<file path="src/rtl/coax_transaction_controller.sv">
// Sequences one coax command/response transaction: start strobe, TX supervision, bounded RX wait, status report.
// Optional response-latency register is built only when COAX_TXN_LATENCY_EN is defined.
module coax_transaction_controller #(
    parameter int START_TIMEOUT_CLOCKS    = 64,
    parameter int RESPONSE_TIMEOUT_CLOCKS = 1024,
    parameter bit FLUSH_RX                = 1'b1,
    parameter int CNT_WIDTH               = 16
) (
    input  logic                 clk,
    input  logic                 reset_n,
    input  logic                 start,
    input  logic                 abort,
    input  logic                 tx_active,
    input  logic                 tx_empty,
    input  logic                 rx_active,
    input  logic                 rx_error,
    output logic                 tx_start_strobe,
    output logic                 rx_reset,
    output logic                 busy,
    output logic                 done_strobe,
    output logic [2:0]           status,
    output logic [CNT_WIDTH-1:0] response_latency
);

    typedef enum logic [2:0] {
        IDLE, START, TX_WAIT, TX_BUSY, RX_WAIT, RX_BUSY, DONE
    } state_t;

    localparam logic [2:0] ST_OK          = 3'd0;
    localparam logic [2:0] ST_NO_RESPONSE = 3'd1;
    localparam logic [2:0] ST_RX_ERROR    = 3'd2;
    localparam logic [2:0] ST_TX_FAULT    = 3'd3;
    localparam logic [2:0] ST_ABORTED     = 3'd4;

    localparam logic [CNT_WIDTH-1:0] START_LAST = CNT_WIDTH'(START_TIMEOUT_CLOCKS - 1);
    localparam logic [CNT_WIDTH-1:0] RESP_LAST  = CNT_WIDTH'(RESPONSE_TIMEOUT_CLOCKS - 1);

    state_t               state;
    logic [CNT_WIDTH-1:0] cnt;
    logic [CNT_WIDTH-1:0] cnt_inc;
    logic                 in_txn;

    assign cnt_inc = (cnt == '1) ? cnt : cnt + CNT_WIDTH'(1);
    assign in_txn  = (state == START) || (state == TX_WAIT) || (state == TX_BUSY) ||
                     (state == RX_WAIT) || (state == RX_BUSY);

    always_ff @(posedge clk or negedge reset_n) begin
        if (!reset_n) begin
            state           <= IDLE;
            cnt             <= '0;
            tx_start_strobe <= 1'b0;
            rx_reset        <= 1'b0;
            busy            <= 1'b0;
            done_strobe     <= 1'b0;
            status          <= ST_OK;
        end else begin
            tx_start_strobe <= 1'b0;
            rx_reset        <= 1'b0;
            done_strobe     <= 1'b0;
            // abort pre-empts whatever the current state would have done this cycle
            if (in_txn && abort) begin
                state       <= DONE;
                status      <= ST_ABORTED;
                busy        <= 1'b0;
                done_strobe <= 1'b1;
            end else begin
                case (state)
                    IDLE, DONE: begin
                        if (start) begin
                            if (tx_empty) begin
                                state       <= DONE;
                                status      <= ST_TX_FAULT;
                                done_strobe <= 1'b1;
                            end else begin
                                state           <= START;
                                status          <= ST_OK;
                                busy            <= 1'b1;
                                tx_start_strobe <= 1'b1;
                                rx_reset        <= FLUSH_RX;
                            end
                        end
                    end
                    START: begin
                        cnt   <= '0;
                        state <= TX_WAIT;
                    end
                    TX_WAIT: begin
                        if (tx_active) begin
                            state <= TX_BUSY;
                        end else if (cnt == START_LAST) begin
                            state       <= DONE;
                            status      <= ST_TX_FAULT;
                            busy        <= 1'b0;
                            done_strobe <= 1'b1;
                        end else begin
                            cnt <= cnt_inc;
                        end
                    end
                    TX_BUSY: begin
                        if (!tx_active) begin
                            cnt   <= '0;
                            state <= RX_WAIT;
                        end
                    end
                    RX_WAIT: begin
                        cnt <= cnt_inc;
                        if (rx_error) begin
                            state       <= DONE;
                            status      <= ST_RX_ERROR;
                            busy        <= 1'b0;
                            done_strobe <= 1'b1;
                        end else if (rx_active) begin
                            state <= RX_BUSY;
                        end else if (cnt == RESP_LAST) begin
                            state       <= DONE;
                            status      <= ST_NO_RESPONSE;
                            busy        <= 1'b0;
                            done_strobe <= 1'b1;
                        end
                    end
                    RX_BUSY: begin
                        if (rx_error || !rx_active) begin
                            state       <= DONE;
                            status      <= rx_error ? ST_RX_ERROR : ST_OK;
                            busy        <= 1'b0;
                            done_strobe <= 1'b1;
                        end
                    end
                    default: begin
                        state <= IDLE;
                        busy  <= 1'b0;
                    end
                endcase
            end
        end
    end

`ifdef COAX_TXN_LATENCY_EN
    logic accept;
    assign accept = ((state == IDLE) || (state == DONE)) && start;

    // Latched value counts the capture cycle itself, i.e. clocks from TX fall to RX rise.
    always_ff @(posedge clk or negedge reset_n) begin
        if (!reset_n) begin
            response_latency <= '0;
        end else if (accept || (in_txn && abort)) begin
            response_latency <= '0;
        end else if ((state == RX_WAIT) && !rx_error && rx_active) begin
            response_latency <= cnt_inc;
        end
    end
`else
    assign response_latency = '0;
`endif

endmodule

</file>
<file path="config.mk">
export PLATFORM = sky130hd
export DESIGN_NAME = coax_transaction_controller
export DESIGN_NICKNAME = d
export VERILOG_FILES = /design/src/rtl/coax_transaction_controller.sv
export SDC_FILE = /design/constraint.sdc
export NUM_CORES = 1
export LEC_CHECK = 0
export BUFFER_PORTS_ARGS = -buffer_cell sky130_fd_sc_hd__buf_4
export CELL_PAD_IN_SITES_DETAIL_PLACEMENT = 0
export CELL_PAD_IN_SITES_GLOBAL_PLACEMENT = 1
export CORE_ASPECT_RATIO = 1.1
export CORE_MARGIN = 2
export CORE_UTILIZATION = 42
export CTS_CLUSTER_SIZE = 20
export DETAILED_ROUTE_END_ITERATION = 16
export PLACE_DENSITY = 0.84
export SETUP_SLACK_MARGIN = 0.3
export SYNTH_ARGS = -nofsm -noshare
export SYNTH_HDL_FRONTEND = slang
export SYNTH_SLANG_ARGS = --single-unit
</file>
<file path="constraint.sdc">
create_clock -name clk -period 3 [get_ports clk]
set_input_delay 0.6 -clock clk [delete_from_list [all_inputs] [get_ports clk]]
set_output_delay 0.6 -clock clk [all_outputs]
set_load 0.05 [all_outputs]
</file>
After elaboration in Yosys (flattened, before gate mapping)
Cells that the tools add are included.
Operators by class
  reductions and logical operators: 16
  add/subtract/negate cells: 1
  bitwise operators: 1
  muxes and demuxes: 51
  eq/ne operators: 23
Operator list (number)
  $mux W16: 4
  $pmux W16 S4: 1
  $mux W3: 18
  $mux W1: 22
  $pmux W3 S6: 1
  $add A16 B1 Y16 const B: 1
  $eq A16 B10 Y1 const B: 1
  $eq A16 B16 Y1 const B: 1
  $eq A16 B6 Y1 const B: 1
  $pmux W3 S4: 1
  $reduce_and A5 Y1: 2
  $eq A3 B3 Y1 const B: 3
  $ne A4 B2 Y1 const B: 2
  $reduce_and A8 Y1: 1
  $reduce_and A7 Y1: 1
  $eq A3 B2 Y1 const B: 2
  $ne A2 B2 Y1 const B: 3
  $ne A3 B1 Y1 const B: 2
  $ne A3 B2 Y1 const B: 2
  $ne A3 B3 Y1 const B: 2
  $logic_or A1 B1 Y1: 5
  $ne A5 B3 Y1 const B: 1
  $pmux W1 S5: 1
  $reduce_bool A5 Y1: 1
  11 further kinds: 13
Storage, ports and cells
  input port bits: 8
  bits in registers: 25
  output and inout port bits: 23

Longest topological paths before layout
Gate-level depths: netlist of the first run.
  depth in word-level cells: 8
  depth in mapped cells: 7
  gate-level depth less buffers: 6

Worst setup path before layout of the first run
OpenSTA, ideal clock, no wires.
  path type: register to register
  start point: register cnt[10]
  end point: register status[0]
  arrival time: 1.954 ns
  buffers on the path: 0
  path slack: 0.922 ns
  clock period less this slack: 2.078 ns
  setup time: 0.125 ns
  cell stages (with the launch flop): 6
  cell sequence: dfrtp_1 or4_4 nor4_4 a31o_2 and3_2 mux2_2
On the way
  word-level cells in the longest chain between the ends: 3
  elaborated cells between the ends (all ways): 5
  classes of those cells: 4 x eq/ne; 1 x reduce/logical
RTL lines
  start, declared: line 39  | logic [CNT_WIDTH-1:0] cnt;
  start signal, assigned: line 96  | cnt <= cnt_inc;
  start signal, assigned: line 106  | cnt <= cnt_inc;
  $eq A16 B10 Y1 or $eq A16 B6 Y1 (tied branches): line 114, 90
  $ne A4 B2 Y1 (no line) or $ne A3 B1 Y1 (tied branches)
  $reduce_and A7 Y1 (no line) *
  end signal, assigned: line 124  | status <= rx_error ? ST_RX_ERROR : ST_OK;
  end, declared: line 21  | output logic [2:0] status,
Mark *: on every way between the ends. The rest lies on a longest branch, timed or not.
A chain may end at the register's enable or synchronous reset.

Worst setup path after layout of the first run
  start point: register cnt[10]
  end point: register status[1]
Same word-level chain as after synthesis.

==> flow_summary.json, run 1 <==
{
  "outcome": "complete, no violations",
  "clock-sinks": 25,
  "drcViolationCount": 0,
  "wire_per_inst_um": 15.67,
  "syn_inst": 225,
  "cts_resized": 0,
  "worstSetupPathType": "reg -> reg",
  "syn_avg_cell_area_um2": 8.608,
  "r2r_cells": 5,
  "fillCellCount": 447,
  "worst-r2r-setup-slack_ps": 750,
  "max_freq_mhz": 444.5,
  "hold_ws_ps": 211.2,
  "diodes": 0,
  "r2r-end": "status[1]$_DFFE_PN0P_",
  "htreeDepth": 1,
  "yosys-top-cells-area": "dfrtp_1 32%, buf_4 7.0%, o21ai_0 4.1%",
  "syn2layout_area_growth_pct": 5.232,
  "critPathCaptureType": "flip-flop",
  "post-place-cells": 283,
  "insertion_delay_ps": 270,
  "wl_met2_um": 2248,
  "antenna_left": 0,
  "synthArstFlopShare_pct": 100.0,
  "grt_util_all_layers_pct": 19.16,
  "hpwl_um": 3319,
  "p_total_mw": 1.888,
  "synth-edff-count": 0,
  "routed_via_density": 6.136,
  "yosysUniqueCellTypes": 64,
  "synth_top_area_share_pct": 32.30,
  "seq_area_frac_synth_pct": 32.30,
  "die_w_um": 68.75,
  "place.port_buffers": 14,
  "grt_max_degree": 26,
  "cts_root_buf": "clkbuf_8",
  "cap_violations": 0,
  "setup_violations": 0,
  "hp-class": "in -> async",
  "setup-tns-final_ps": 0,
  "fin_cells": 287,
  "tightest_slew_ps": 606.2,
  "utilization_pct": 46.54,
  "vdd_drop_max_uv": 315.6,
  "synth-seq-cells": 25,
  "initial_utilization_pct": 44.23,
  "crit_required_ps": 3160,
  "grt_pass1_vias": 1600,
  "rows": 25,
  "finalCriticalPeriod_ps": 2250,
  "synth_top_cell_by_area": "dfrtp_1",
  "hold_viol": 0,
  "relSlewSlack_pct": 59.28,
  "top_layer_used": "met4",
  "drt-initial-drc-count": 143,
  "critPathArrivalTime_ps": 2410,
  "fp.dieH_um": 75.23,
  "rr_startpoint": "cnt[10]$_DFFE_PN0P_",
  "overflow": 0,
  "cts_setup_buffers": 0,
  "vias": 1761,
  "yosys_warnings": 0,
  "num-nets-final": 243,
  "cts_hold_buffers": 0,
  "io_pins": 31,
  "grt_pass1_wl_um": 7521,
  "gp_congestion": 0.9110,
  "core_area_um2": 4379,
  "final.period_utilization_pct": 74.98,
  "grt_setup_unrepaired": "false",
  "dieArea_um2": 5172,
  "cts_inserted_buffers": 3,
  "power_density_nw_per_um2": 926.4,
  "syn_area_um2": 1937,
  "crit_fanout": 6,
  "drt-met1-wl_um": 1997,
  "clockBufferDepth": 2,
  "wl_met3_um": 176,
  "drive_gt1_share_pct": 18.88,
  "cellLeakagePower_nw": 0.8361,
  "antenna_found_initial": 0,
  "clk_pin_slew_worst_paths_ps": 90,
  "wirelength_um": 4496,
  "critPathLaunchType": "flip-flop",
  "drtPass1Iterations": 4,
  "cts_tree": "built",
  "synth_flop_cell": "dfrtp_1",
  "clock_skew_ps": 4.298,
  "drv_slew": 0
}
-- cell usage after synthesis (3+ instances only) --
| library cell | number |
|---|---|
| buf_4 | 18 |
| or2_2 | 3 |
| nand4_1 | 4 |
| a21oi_1 | 15 |
| a31oi_1 | 10 |
| or3_1 | 4 |
| inv_1 | 6 |
| and3_1 | 3 |
| a41oi_1 | 3 |
| mux2_2 | 5 |
| nand2_1 | 14 |
| dfrtp_1 | 25 |
| nor3_1 | 3 |
| o211ai_1 | 3 |
| a221oi_1 | 3 |
| o31ai_1 | 4 |
| o21ai_0 | 16 |
| nor2_1 | 14 |
| nand3_1 | 9 |
| clkbuf_1 | 5 |
-- cells by family (layout without fill, tap and decap cells) --
group | count (synthesis) | count (layout) | share of synthesized area (%)
adders and majority gates | 1 | 1 | 0.6459
muxes | 5 | 5 | 2.907
buffers and inverters | 36 | 29 | 12.02
AOI/OAI and AO/OA | 76 | 76 | 26.62
DFF | 25 | 25 | 32.30
other | 1 | 16 | 0.1936
and+or+nand+nor | 79 | 79 | 24.42
xor gates and xnor gates | 2 | 2 | 0.9046
-- power by group --
| group | switching, mW | internal (mW) | leakage [nW] | total [mW] |
|---|---|---|---|---|
| clock network | 0.114 | 0.0942 | 0.0217 | 0.208 |
| registers | 0.120 | 0.440 | 0.317 | 0.561 |
| logic | 0.680 | 0.440 | 0.497 | 1.12 |
-- routing by layer --
metal / GRT usage (%) / vias to the layer above
met5: 0 / -
met4: 7.407 / 0
met3: 2.093 / 8
met2: 32.48 / 41
met1: 24.98 / 871
li1: - / 841
-- state kept, by name (all words and copies together), names as in the netlist --
signal	count
status	3
state	3
cnt	16
done_strobe	1
rx_reset	1
busy	1
-- per-stage QoR --
stage / setup slack, ps / cell area, um^2
finish: 750.5 / 2038
global route: 671.5 / 2038
CTS: 767.0 / 2038
detailed placement: 780.6 / 1989
global placement: 817.8 / 1989
floorplan: 921.7 / 1993
-- worst max-delay path: stages (launching register included) --
cell	delay [ps]
dfrtp_1	450
or4_4	580
nor4_4	310
a31o_2	240
and3_2	220
mux2_2	340
-- layout by cell type (no fill, tap or decap), types with 2 or more instances in the layout --
master and n:
and3_1 3, nor2_1 14, nand2b_1 2, or2_2 3, a21o_1 2, mux2_2 5
dfrtp_1 25, nand3_1 9, a221oi_1 3, nand2_1 14, a41oi_1 3, a41o_1 2
conb_1 16, xor2_1 2, o21ai_0 16, a21oi_1 15, a211oi_1 2, clkbuf_8 3
nand4_1 4, a31oi_1 10, nor3_1 3, a22oi_1 2, a22o_1 2, o211ai_1 3
o31ai_1 4, nor2b_1 2, o311ai_0 2, inv_1 6, and4_1 2, or3b_2 2
or3_1 4, buf_4 18, and2_1 2
-- how the worst max path moves through the flow --
stage | start | endpoint | slack, ps | cells after the start
6_report | cnt[10]$_DFFE_PN0P_ | status[1]$_DFFE_PN0P_ | 750 | 5
5_1_grt | cnt[10]$_DFFE_PN0P_ | status[0]$_DFFE_PN0P_ | 670 | 5
4_1_cts | cnt[10]$_DFFE_PN0P_ | status[1]$_DFFE_PN0P_ | 770 | 5
3_5_place_dp | cnt[10]$_DFFE_PN0P_ | status[1]$_DFFE_PN0P_ | 780 | 5
3_3_place_gp | cnt[10]$_DFFE_PN0P_ | status[0]$_DFFE_PN0P_ | 820 | 5
2_1_floorplan | cnt[10]$_DFFE_PN0P_ | status[0]$_DFFE_PN0P_ | 920 | 5
-- layout make-up --
type                    instances  area (um^2)  area share (%)
flip-flops and latches         25        625.6           30.69
inverters                       7        26.28           1.289
multi-input cells             179         1135           55.68
well taps                      54        67.56           3.315
repair buffers                 18        135.1           6.630
clock inverters                 1        7.507          0.3683
clock buffers                   3        41.29           2.026
(Power assumes the default switching activity.)
==> run 2: changes to the inputs <==
clock period = 2.07 ns   (was 3 ns; I/O delays follow)
==> run 2 against run 1 <==
Effect of this change:
- the run now ends with setup timing left
- die area is the same
- register-to-register slack got worse by 810 ps
- combinational power rose by 100%
- clock power up 39%
- utilization increased by 9.7 points
- wire length up 16%
- sequential power rose by 40%
- flip-flop and latch count unchanged
- setup slack worse by 810 ps
- critical path depth unchanged
- sequential share of layout area fell by 5.3 points
- largest cell class unchanged
==> flow_summary.json, run 2 (synthesis gave the netlist of run 1 again) <==
{
  "fin_cells": 314,
  "critPathLaunchType": "flip-flop",
  "place_ws_ps": -44.93,
  "gp_congestion": 0.9006,
  "outcome": "finished with violations",
  "grt_util_all_layers_pct": 21.18,
  "vias": 1883,
  "num-nets-final": 270,
  "grt_setup_unrepaired": "true",
  "htreeDepth": 1,
  "hp-class": "in -> async",
  "grt_pass1_wl_um": 8418,
  "cts_root_buf": "clkbuf_8",
  "fin_ws_ps": -55.35,
  "syn2layout_area_growth_pct": 27.07,
  "crit_fanout": 3,
  "core_area_um2": 4379,
  "post-place-cells": 300,
  "hold_viol": 0,
  "critPathArrivalTime_ps": 2280,
  "overflow": 0,
  "hpwl_um": 3516,
  "reg.largest.list": "cnt x16, state x3, status x3",
  "clk_pin_slew_worst_paths_ps": 90,
  "clock-sinks": 25,
  "hold_ws_ps": 34.15,
  "setup-tns-final_ps": -118.7,
  "utilization_pct": 56.20,
  "cts_tree": "built",
  "critPathCaptureType": "flip-flop",
  "diodes": 0,
  "io_pins": 31,
  "drive_gt1_share_pct": 35.00,
  "drt-initial-drc-count": 182,
  "violations": "setup timing",
  "cellLeakagePower_nw": 1.024,
  "final.period_utilization_pct": 102.7,
  "p_total_mw": 3.345,
  "wire_per_inst_um": 16.55,
  "clockBufferDepth": 2,
  "dieArea_um2": 5172,
  "insertion_delay_ps": 270,
  "fillCellCount": 418,
  "antenna_found_initial": 0,
  "drcViolationCount": 0,
  "regArea_um2": 625.6,
  "drv_slew": 0,
  "die_w_um": 68.75,
  "final_cell_mix": "39 x buf_4, 25 x dfrtp_1, 16 x conb_1",
  "grt_pass1_vias": 1740,
  "clock_skew_ps": 2.819,
  "drtPass1Iterations": 4,
  "final_common_cell": "buf_4",
  "multiInputGateArea_um2": 1325,
  "cap_violations": 0,
  "finalInstanceArea_um2": 2461,
  "finalCriticalPeriod_ps": 2125,
  "top_register": "cnt",
  "initial_utilization_pct": 44.23,
  "placedInstanceArea_um2": 2158,
  "crit_required_ps": 2230,
  "fp.dieH_um": 75.23,
  "antenna_left": 0,
  "max_freq_mhz": 470.5,
  "cts_inserted_buffers": 3,
  "routed_via_density": 5.997,
  "power_density_nw_per_um2": 1359,
  "rows": 25,
  "worstSetupPathType": "reg -> reg",
  "wirelength_um": 5198,
  "vdd_drop_max_uv": 609.0,
  "grt_max_degree": 26,
  "largest_reg_flops": 16,
  "place.port_buffers": 14,
  "setup_violations": 3
}
-- run 2: final cells by class --
type                       instances  area share [%]
clock buffer                       3           1.678
clock inverter                     1          0.2034
inverter                           7           1.118
multi-input combinational        179           53.84
sequential                        25           25.42
tap                               54           2.745
timing repair buffer              45           15.00
-- run 2: timing repair --
item	CTS	global route
pin swaps	12	9
endpoints found under the setup margin	24	24
hold buffers	0	0
gates cloned	1	0
gates resized for setup	25	14
setup buffers	7	2
-- run 2: where the power goes --
part	leakage, nW	total (mW)	internal, mW	switching (mW)
combinational	0.681	2.27	1.00	1.27
clock	0.0255	0.289	0.135	0.155
sequential	0.317	0.787	0.639	0.148
-- run 2: final timing paths --
| check | from | to | slack (ps) | depth (start not counted) |
|---|---|---|---|---|
| max | cnt[12]$_DFFE_PN0P_ | status[1]$_DFFE_PN0P_ | -60 | 5 |
| min | reset_n | cnt[1]$_DFFE_PN0P_ | 30 | 1 |
| max reg2reg | cnt[12]$_DFFE_PN0P_ | status[1]$_DFFE_PN0P_ | -60 | 5 |
| min reg2reg | busy$_DFFE_PN0P_ | busy$_DFFE_PN0P_ | 480 | 1 |
| max in group asynchronous | reset_n | state[0]$_DFFE_PN0P_ | 1800 | 1 |
| min in group clk | start | rx_reset$_DFF_PN0_ | 450 | 2 |
-- run 2: critical path: stages (launching register included) --
cell,delay (ps)
dfrtp_1,380
or4_4,540
nand4b_1,290
a31oi_2,270
and3_4,240
mux2_4,300
-- run 2: layer usage --
layer	up-vias	part of all wire (%)	track usage, %
met5	-	0	0
met3	8	4.3	2.093
met4	0	0.75	4.793
met1	910	44	28.69
li1	895	-	-
met2	70	51	36.43
